**src/rtl/multi_debouncer.sv**
```systemverilog
// rtl/multi_debouncer.sv - N-channel synchronising debouncer with rise/fall strobes
module multi_debouncer #(
    parameter int CHANNELS       = 4,
    parameter int DEBOUNCE_VALUE = 100,
    parameter int COUNTER_WIDTH  = 32,
    parameter int SYNC_STAGES    = 2,
    parameter bit RESET_LEVEL    = 1'b1
) (
    input  logic                clk,
    input  logic                reset,
    input  logic [CHANNELS-1:0] line,
    output logic [CHANNELS-1:0] debounced_line,
    output logic [CHANNELS-1:0] rise,
    output logic [CHANNELS-1:0] fall,
    output logic [CHANNELS-1:0] busy
);

    localparam logic [COUNTER_WIDTH-1:0] LAST_COUNT = COUNTER_WIDTH'(DEBOUNCE_VALUE - 1);

    for (genvar i = 0; i < CHANNELS; i++) begin : g_channel
        // chain[0] is the raw line; chain[SYNC_STAGES] is the synchronised sample
        logic [SYNC_STAGES:0]     chain;
        logic [COUNTER_WIDTH-1:0] cnt;
        logic                     s;

        assign chain[0] = line[i];
        assign s        = chain[SYNC_STAGES];
        assign busy[i]  = (cnt != '0);

        always_ff @(posedge clk) begin
            if (!reset) begin
                chain[SYNC_STAGES:1] <= {SYNC_STAGES{RESET_LEVEL}};
                debounced_line[i]    <= RESET_LEVEL;
                cnt                  <= '0;
                rise[i]              <= 1'b0;
                fall[i]              <= 1'b0;
            end else begin
                chain[SYNC_STAGES:1] <= chain[SYNC_STAGES-1:0];
                rise[i]              <= 1'b0;
                fall[i]              <= 1'b0;
                if (s == debounced_line[i]) begin
                    cnt <= '0;
                end else if (cnt == LAST_COUNT) begin
                    debounced_line[i] <= s;
                    cnt               <= '0;
                    rise[i]           <= s;
                    fall[i]           <= ~s;
                end else begin
                    cnt <= cnt + 1'b1;
                end
            end
        end
    end

endmodule
```
**config.mk**
```make
export PLATFORM = sky130hd
export DESIGN_NAME = multi_debouncer
export DESIGN_NICKNAME = d
export VERILOG_FILES = /design/src/rtl/multi_debouncer.sv
export SDC_FILE = /design/constraint.sdc
export NUM_CORES = 1
export LEC_CHECK = 0
export ABC_AREA = 1
export CAP_MARGIN = 20
export CORE_MARGIN = 5
export CORE_UTILIZATION = 65
export CTS_CLUSTER_DIAMETER = 60
export DETAILED_ROUTE_END_ITERATION = 8
export GPL_TIMING_DRIVEN = 1
export MAX_ROUTING_LAYER = met4
export PLACE_DENSITY_LB_ADDON = 0.12
export SETUP_SLACK_MARGIN = 0.3
export SKIP_CTS_REPAIR_TIMING = 1
export SYNTH_ARGS = -nofsm -noshare
export SYNTH_HDL_FRONTEND = slang
export SYNTH_SLANG_ARGS = --single-unit
```
**constraint.sdc**
```tcl
create_clock -name clk -period 3.95 [get_ports clk]
set_input_delay 0.79 -clock clk [delete_from_list [all_inputs] [get_ports clk]]
set_output_delay 0.79 -clock clk [all_outputs]
set_load 0.1 [all_outputs]
```
# Word-level counts from Yosys, hierarchy flattened

Cells that the tools add are included.
W data, S select, Z words.

Reduce and logical (&&, ||, !) cells: 16
Equality and inequality tests: 8
Add/subtract/negate cells: 4
Bitwise logic cells: 13

Operators by type and width:

| kind                    | count |
|---|---|
| $add A32 B1 Y32 const B | 4 |
| $eq A32 B7 Y1 const B   | 4 |
| $reduce_bool A32 Y1     | 4 |
| $reduce_or A3 Y1        | 8 |
| $not A1 Y1              | 13 |
| $reduce_and A2 Y1       | 4 |
| $eq A1 B1 Y1            | 4 |

Output and inout port bits: 16
Bits of input ports: 6
Logic and storage cells: 61
Bits in registers: 148

# Longest topological paths before layout

Gate-level depths: netlist of run 1.

Word-level depth: 3
Mapped depth: 11
Depth with buffers taken out: 10

# Least setup slack after synthesis of run 1

OpenSTA, ideal clock, no wires.

Kind: reg2out
From: register g_channel[0].cnt[0]
To: output port busy[0]
Buffers on the path: 0
Stages on the path, launching flop included: 6
Path slack: 1.452 ns
Data arrival time: 1.708 ns
Data required time: 3.160 ns
Cell sequence: dfxtp_1 inv_1 ha_1 nand2_1 nor4_1 nand4_1

Word-level cells in the longest chain between the ends: 1

Ends and longest elaborated chain:

| element                | line | source |
|---|---|---|
| start, declared        | 23   | `logic [COUNTER_WIDTH-1:0] cnt;` |
| start signal, assigned | 49   | `cnt <= cnt + 1'b1;` |
| $reduce_bool A32 Y1    | 28   | `assign busy[i] = (cnt != '0);` |
| end, declared          | 15   | `output logic [CHANNELS-1:0] busy` |

Every way passes these cells.

# Worst setup path in the final report of run 1

From: register g_channel[3].cnt[12]
To: output port busy[3]

Word-level cells in the longest chain between the ends: 1

Ends and longest elaborated chain:

| element                | line |
|---|---|
| start, declared        | 23 |
| start signal, assigned | 49 |
| $reduce_bool A32 Y1    | 28 |

Every way passes these cells.

==> impl_metrics.json, run 1 <==
{
  "ys_warn_count": 0,
  "fp.dieArea_mm2": 0.0154,
  "required_ns": 3.16,
  "status": "completed",
  "max_clock_freq_mhz": 297,
  "ios": 22,
  "vias": 8227,
  "nets": 1469,
  "path_clk_slew_ns": 0.06,
  "power_density_mw_per_mm2": 340,
  "reg2regPathDepth": 8,
  "worst_ep_arrival_time_ns": 2.58,
  "final_util": 0.738,
  "slew_headroom": 0.342,
  "critical_path.startpoint": "g_channel[3].cnt[12]",
  "worstMarginPinSlew_ns": 0.984,
  "synth_edf_count": 0,
  "grt_first_pass_wirelength_mm": 33.3,
  "grt_max_degree": 19,
  "grt_antenna_before_repair": 0,
  "rsz0062_at_grt": "false",
  "ys_dominant_reg_cell": "dfxtp_1",
  "groute.usage.overall": 0.280,
  "gp_congestion": 0.963,
  "post_drt_wl_per_cell_um": 12.2,
  "avgSynthCellArea_um2": 5.94,
  "synth_seq_cells": 148,
  "final.setup_skew_ns": 0.00758,
  "cts_root_buf": "clkbuf_16",
  "r2r_slack_ns": 2.14,
  "drc_errors": 0,
  "areaGrowthSynthToFinish_pct": 10.9,
  "drtIter0Drc": 691,
  "synth_area_mm2": 0.00847,
  "cts_htree_levels": 4,
  "finalPower_mw": 3.19,
  "avgViaCountPerCell": 5.02,
  "finalSetupViolations": 0,
  "dp_cells": 1608,
  "die_w_um": 124,
  "power.leakage_nw": 3.84,
  "antenna_cells": 0,
  "ant_nets": 0,
  "criticalPathCategory": "reg2out",
  "io_buffers": 21,
  "n_fill_cell": 1126,
  "start_util": 0.666,
  "num_rows": 41,
  "slew_viol_final": 0,
  "crit_path_end": "busy[3]",
  "cts_buffer_depth": 2,
  "cts_inserted_buffers": 17,
  "synth_fp_nets": 1440,
  "synthArstFlopShare": 0,
  "first_pass_iters": 5,
  "hold_violations": 0,
  "syn_inst": 1426,
  "max-cap-violations": 0,
  "grt_remaining_overflow": 0,
  "cts_tree": "yes",
  "synth_cell_type_count": 24,
  "clock_latency_ns": 0.43,
  "numClockSinks": 148,
  "vdd_drop_max_mv": 0.363,
  "grt_pass1_vias": 7469,
  "cp_max_fo": 4,
  "r2r_start": "g_channel[2].cnt[0]",
  "dp_hpwl_mm": 15.0,
  "ys_seq_area_frac": 0.350,
  "hp-class": "reg2reg",
  "min_period_ns": 3.37,
  "tns_ns": 0,
  "cp-end-kind": "output port",
  "drive_above_1_share": 0.0518,
  "fin_crit_sh": 0.853,
  "stdcell_count": 1640,
  "rr_endpoint": "g_channel[2].cnt[12]",
  "finalHoldWorstSlack_ns": 0.411,
  "wirelength_mm": 20.1,
  "startpoint_type": "flop",
  "min_delay_path_depth": 1,
  "dieHeight_um": 124,
  "core_mm2": 0.0127
}
per-layer routing:
metal | routed length, um | up-vias | track usage
met4 | 543 | 0 | 0.103
met2 | 9250 | 236 | 0.448
met1 | 9260 | 3632 | 0.353
met5 | 0 | - | -
met3 | 1030 | 54 | 0.0536
li1 | - | 4305 | -
final cells by class:
cell class	instances	area (um^2)	share of cell area
tap	172	215	0.0229
timing repair buffer	21	203	0.0216
sequential	148	2960	0.315
multi-input combinational	1069	4660	0.496
inverter	198	743	0.0791
clock inverter	10	124	0.0132
clock buffer	22	484	0.0516
kinds of logic after synthesis:
family,after synthesis,synth area share
XOR/XNOR,54,0.0558
AO/OA/AOI/OAI,12,0.00739
AND/OR/NAND/NOR,995,0.475
buffers and inverters,209,0.100
adder cells (fa/ha/maj),8,0.0118
flip-flops,148,0.350
cells in the final DEF (no fill, tap or decap), types with 2 or more instances in the layout:
| master | n |
|---|---|
| buf_4 | 3 |
| bufinv_16 | 2 |
| clkbuf_16 | 17 |
| clkbuf_8 | 4 |
| clkdlybuf4s50_1 | 18 |
| clkinv_4 | 5 |
| clkinvlp_4 | 2 |
| dfxtp_1 | 148 |
| ha_1 | 8 |
| inv_1 | 196 |
| nand2_1 | 523 |
| nand2_2 | 11 |
| nand3_1 | 75 |
| nand3b_1 | 4 |
| nand4_1 | 5 |
| nor2_1 | 339 |
| nor2_2 | 9 |
| nor2_4 | 10 |
| nor3_1 | 4 |
| nor4_1 | 3 |
| o21ai_0 | 11 |
| or2_2 | 11 |
| xnor2_1 | 32 |
| xor2_1 | 22 |
cell usage after synthesis (2+ instances only):
| master | number | area share |
|---|---|---|
| buf_2 | 2 | 0.0012 |
| buf_4 | 2 | 0.0018 |
| buf_6 | 7 | 0.0093 |
| dfxtp_1 | 148 | 0.35 |
| ha_1 | 8 | 0.012 |
| inv_1 | 196 | 0.087 |
| nand2_1 | 523 | 0.23 |
| nand2_2 | 11 | 0.0081 |
| nand3_1 | 75 | 0.044 |
| nand3b_1 | 4 | 0.0035 |
| nand4_1 | 5 | 0.0037 |
| nor2_1 | 339 | 0.15 |
| nor2_2 | 9 | 0.0066 |
| nor2_4 | 10 | 0.013 |
| nor3_1 | 4 | 0.0024 |
| nor4_1 | 3 | 0.0022 |
| o21ai_0 | 11 | 0.0065 |
| or2_2 | 11 | 0.0081 |
| xnor2_1 | 32 | 0.033 |
| xor2_1 | 22 | 0.023 |
worst max-delay path, stage by stage (launching register included):
cell and delay, ns:
dfxtp_1 0.35, nor2_1 0.11, nand2_1 0.07, nor2_1 0.22, nand4_1 0.14, or2_2 0.29, clkdlybuf4s50_1 0.97
worst min path at each step:
stage | endpoint | from | slack, ns
finish | g_channel[2].chain[2] | g_channel[2].chain[1] | 0.41
global route | g_channel[1].chain[2] | g_channel[1].chain[1] | 0.42
CTS | g_channel[2].chain[2] | g_channel[2].chain[1] | 0.41
detailed placement | g_channel[2].chain[2] | g_channel[2].chain[1] | 0.40
global placement | g_channel[0].chain[2] | g_channel[0].chain[1] | 0.39
floorplan | g_channel[0].chain[2] | g_channel[0].chain[1] | 0.39
state kept, by name, summed over array words and instances, names as in the netlist:
signal	count
g_channel.chain	8
debounced_line	4
fall	4
g_channel.cnt	128
rise	4
report_power, final:
group,total (mW),switching (mW),internal (mW),leakage (nW)
clock network,1.65,0.644,1.00,0.292
registers,1.50,0.00375,1.50,1.19
logic,0.0440,0.0308,0.0132,2.35
per-stage QoR:
stage | setup slack [ns] | instance area [um^2]
floorplan | 1.45 | 8470
global placement | 1.07 | 8780
detailed placement | 1.05 | 8780
CTS | 0.595 | 9390
global route | 0.497 | 9390
finish | 0.581 | 9390
(Power assumes the default switching activity.)
==> run 2: changes to the inputs <==
--- a/config.mk
+++ b/config.mk
@@ -5,13 +5,13 @@
 export SDC_FILE = /design/constraint.sdc
 export NUM_CORES = 1
 export LEC_CHECK = 0
-export ABC_AREA = 1
 export CAP_MARGIN = 20
 export CORE_MARGIN = 5
-export CORE_UTILIZATION = 65
+export CORE_UTILIZATION = 61
 export CTS_CLUSTER_DIAMETER = 60
 export DETAILED_ROUTE_END_ITERATION = 8
 export GPL_TIMING_DRIVEN = 1
+export HOLD_SLACK_MARGIN = 0.1
 export MAX_ROUTING_LAYER = met4
 export PLACE_DENSITY_LB_ADDON = 0.12
 export SETUP_SLACK_MARGIN = 0.3
==> constraint.sdc (replaced) <==
create_clock -name clk -period 3.25 [get_ports clk]
set_input_delay 0.65 -clock clk [delete_from_list [all_inputs] [get_ports clk]]
set_output_delay 0.65 -clock clk [all_outputs]
set_load 0.1 [all_outputs]
==> run 2 against run 1 <==
Compared with the run above: synthesized area shrank 20%; via count decreased by 37%; die area down 14%; sequential share of layout area is 8.2 points higher; clock skew down 0.0022 ns; highest routed layer unchanged; count of clock-buffer cells in the layout rose by 5; register-to-register slack got worse by 1.1 ns; clock power is 6% higher; final area shrank 21%; combinational power grew 13%.
==> impl_metrics.json, run 2 <==
{
  "avgSynthCellArea_um2": 8.96,
  "synth_area_mm2": 0.00674,
  "syn_inst": 752,
  "synthArstFlopShare": 0,
  "n_fill_cell": 877,
  "ys_dominant_reg_cell": "dfxtp_1",
  "ant_nets": 0,
  "synth_top_family_by_area": "simple AND/OR/NAND/NOR gates",
  "seqPwrFrac": 0.503,
  "dieHeight_um": 115,
  "max-cap-violations": 0,
  "drive_above_1_share": 0.0803,
  "cts_tree": "yes",
  "synthTopCellsByCount": "dfxtp_1, nor2_1, xor2_1",
  "final_cell_mix": "dfxtp_1, nor2_1, xor2_1, nand3_1, nand4_1",
  "ys_seq_area_frac": 0.440,
  "synthTopCellsByArea": "dfxtp_1, xor2_1, nor2_1, nand3_1, xnor2_1",
  "post_drt_wl_per_cell_um": 14.0,
  "path_depth": 5,
  "dp_hpwl_mm": 8.93,
  "ys_warn_count": 0,
  "cts_htree_levels": 4,
  "core_mm2": 0.0108,
  "synthMuxAreaShare": 0.00446,
  "min_period_ns": 2.78,
  "avgViaCountPerCell": 5.64,
  "synth_compound_area_frac": 0.00780,
  "grt_max_degree": 33,
  "io_buffers": 21,
  "final.setup_skew_ns": 0.00535,
  "first_pass_iters": 5,
  "synth_fp_nets": 766,
  "criticalPathCategory": "reg2out",
  "layout_commonest_cell": "dfxtp_1",
  "wirelength_mm": 13.0,
  "clock_latency_ns": 0.53,
  "largest_reg_flops": 128,
  "startpoint_type": "flop",
  "vias": 5216,
  "grt_remaining_overflow": 0,
  "drtIter0Drc": 386,
  "path_buf_inv": 1,
  "reg2regPathDepth": 5,
  "fp.dieArea_mm2": 0.0133,
  "critPathSlowestCell": "nor4_1",
  "vdd_drop_max_mv": 0.381,
  "worst_ep_arrival_time_ns": 2.13,
  "slew_headroom": 0.416,
  "cp-end-kind": "output port",
  "cts_inserted_buffers": 17,
  "synth-xor-area-share": 0.156,
  "p_comb_frac": 0.014,
  "start_util": 0.622,
  "antenna_cells": 0,
  "finalHoldWorstSlack_ns": 0.406,
  "power_density_mw_per_mm2": 487,
  "grt_antenna_before_repair": 0,
  "hp-class": "reg2reg",
  "min_delay_path_depth": 1,
  "synthAdderAreaFrac": 0.0149,
  "synth_edf_count": 0,
  "p_clk_frac": 0.483,
  "largest_register": "g_channel.cnt",
  "slew_viol_final": 0,
  "crit_path_cell_trace": "nor4_1, nand4_1, nor3_1, nand3_1, buf_4",
  "hold_violations": 0,
  "netlist.area_leader.share": 0.440,
  "cts_buffer_depth": 2,
  "status": "completed",
  "synth.largest_area_cell": "dfxtp_1",
  "synthSimpleGateAreaFrac": 0.338,
  "cts_root_buf": "clkbuf_8",
  "numClockSinks": 148,
  "synth_most_common_cell": "dfxtp_1",
  "max_clock_freq_mhz": 359,
  "num_rows": 38,
  "cp_max_fo": 6,
  "grt_pass1_vias": 5089,
  "drc_errors": 0,
  "synth_cell_type_count": 37,
  "synth_seq_cells": 148,
  "ios": 22,
  "reg_top3": "g_channel.cnt: 128 flops, g_channel.chain: 8 flops",
  "finalSetupViolations": 0,
  "dp_cells": 894,
  "cp_slowest_stage_delay_ns": 0.38,
  "areaGrowthSynthToFinish_pct": 10.6,
  "gp_congestion": 0.815,
  "worstMarginPinSlew_ns": 0.872,
  "fin_crit_sh": 0.856,
  "required_ns": 2.60,
  "p_sw_frac": 0.204,
  "power.leakage_nw": 2.55,
  "final_util": 0.688,
  "nets": 787,
  "intPower_mw": 2.89,
  "rsz0062_at_grt": "false",
  "grt_first_pass_wirelength_mm": 23.2,
  "switching_power_mw": 0.741,
  "cp_top_family": "simple AND/OR/NAND/NOR gates",
  "tns_ns": 0,
  "die_w_um": 115,
  "groute.usage.overall": 0.220,
  "stdcell_count": 925,
  "path_clk_slew_ns": 0.06
}
==> run 2: power groups by stage <==
stage          Clock [mW]  Sequential, mW  Combinational (mW)
3_5_place_dp            0            1.86              0.0501
6_report             1.75            1.83              0.0497
2_1_floorplan           0            1.86              0.0405
3_3_place_gp            0            1.86              0.0489
4_1_cts              1.78            1.83              0.0502
5_1_grt              1.87            1.83              0.0543
==> run 2: final timing paths <==
path / start / endpoint / slack, ns
worst max-delay path: g_channel[3].cnt[23] / busy[3] / 0.47
worst min-delay path: g_channel[1].chain[1] / g_channel[1].chain[2] / 0.41
worst max register to register: g_channel[1].cnt[28] / g_channel[1].cnt[10] / 1.09
worst min register to register: g_channel[1].chain[1] / g_channel[1].chain[2] / 0.41
==> run 2: worst register-to-register path, cell delays in order, from the launching register on <==
cell and delay [ns]:
dfxtp_1 0.34, nor4_1 0.33, nand4_1 0.23, nor4_4 0.43, nand3b_2 0.57, nor2_1 0.13
==> run 2: logic make-up (layout without fill, tap and decap cells) <==
| kind of cell | after synthesis | count (layout) |
|---|---|---|
| AO/OA/AOI/OAI | 8 | 8 |
| multiplexers | 3 | 3 |
| XOR/XNOR | 120 | 120 |
| adder cells (fa/ha/maj) | 8 | 8 |
| AND/OR/NAND/NOR | 423 | 423 |
| flip-flops | 148 | 148 |
| buffers and inverters | 42 | 75 |
==> run 2: area by class of cell <==
cell class,count,area [um^2],share of cell area
repair buffers,25,200,0.0269
multi-input cells,562,3510,0.471
inverters,19,71.3,0.00957
well taps,140,175,0.0235
clock buffers,27,512,0.0687
flip-flops and latches,148,2960,0.398
clock inverters,4,20.0,0.00269
==> run 2: routing by layer <==
layer	track usage	vias up	routed length (um)
met3	0.0505	18	521
met4	0.0822	0	235
met2	0.351	103	6190
met5	-	-	0
li1	-	2636	-
met1	0.272	2459	6010
==> run 2: per-stage QoR <==
step                cell area (um^2)  worst slack [ns]  total power [mW]
floorplan                       6740             0.749              1.90
CTS                             7450             0.436              3.65
finish                          7450             0.467              3.63
global placement                6920             0.875              1.91
detailed placement              6920             0.771              1.91
global route                    7450             0.325              3.75
==> run 3: changes to the inputs <==
--- a/config.mk
+++ b/config.mk
@@ -5,7 +5,6 @@
 export SDC_FILE = /design/constraint.sdc
 export NUM_CORES = 1
 export LEC_CHECK = 0
-export CAP_MARGIN = 20
 export CORE_MARGIN = 5
 export CORE_UTILIZATION = 61
 export CTS_CLUSTER_DIAMETER = 60
@@ -16,6 +15,7 @@
 export PLACE_DENSITY_LB_ADDON = 0.12
 export SETUP_SLACK_MARGIN = 0.3
 export SKIP_CTS_REPAIR_TIMING = 1
+export SKIP_LAST_GASP = 1
 export SYNTH_ARGS = -nofsm -noshare
 export SYNTH_HDL_FRONTEND = slang
 export SYNTH_SLANG_ARGS = --single-unit
==> results of run 3 <==
Same layout as run 2: the final DEF is identical, and so are final timing and power.
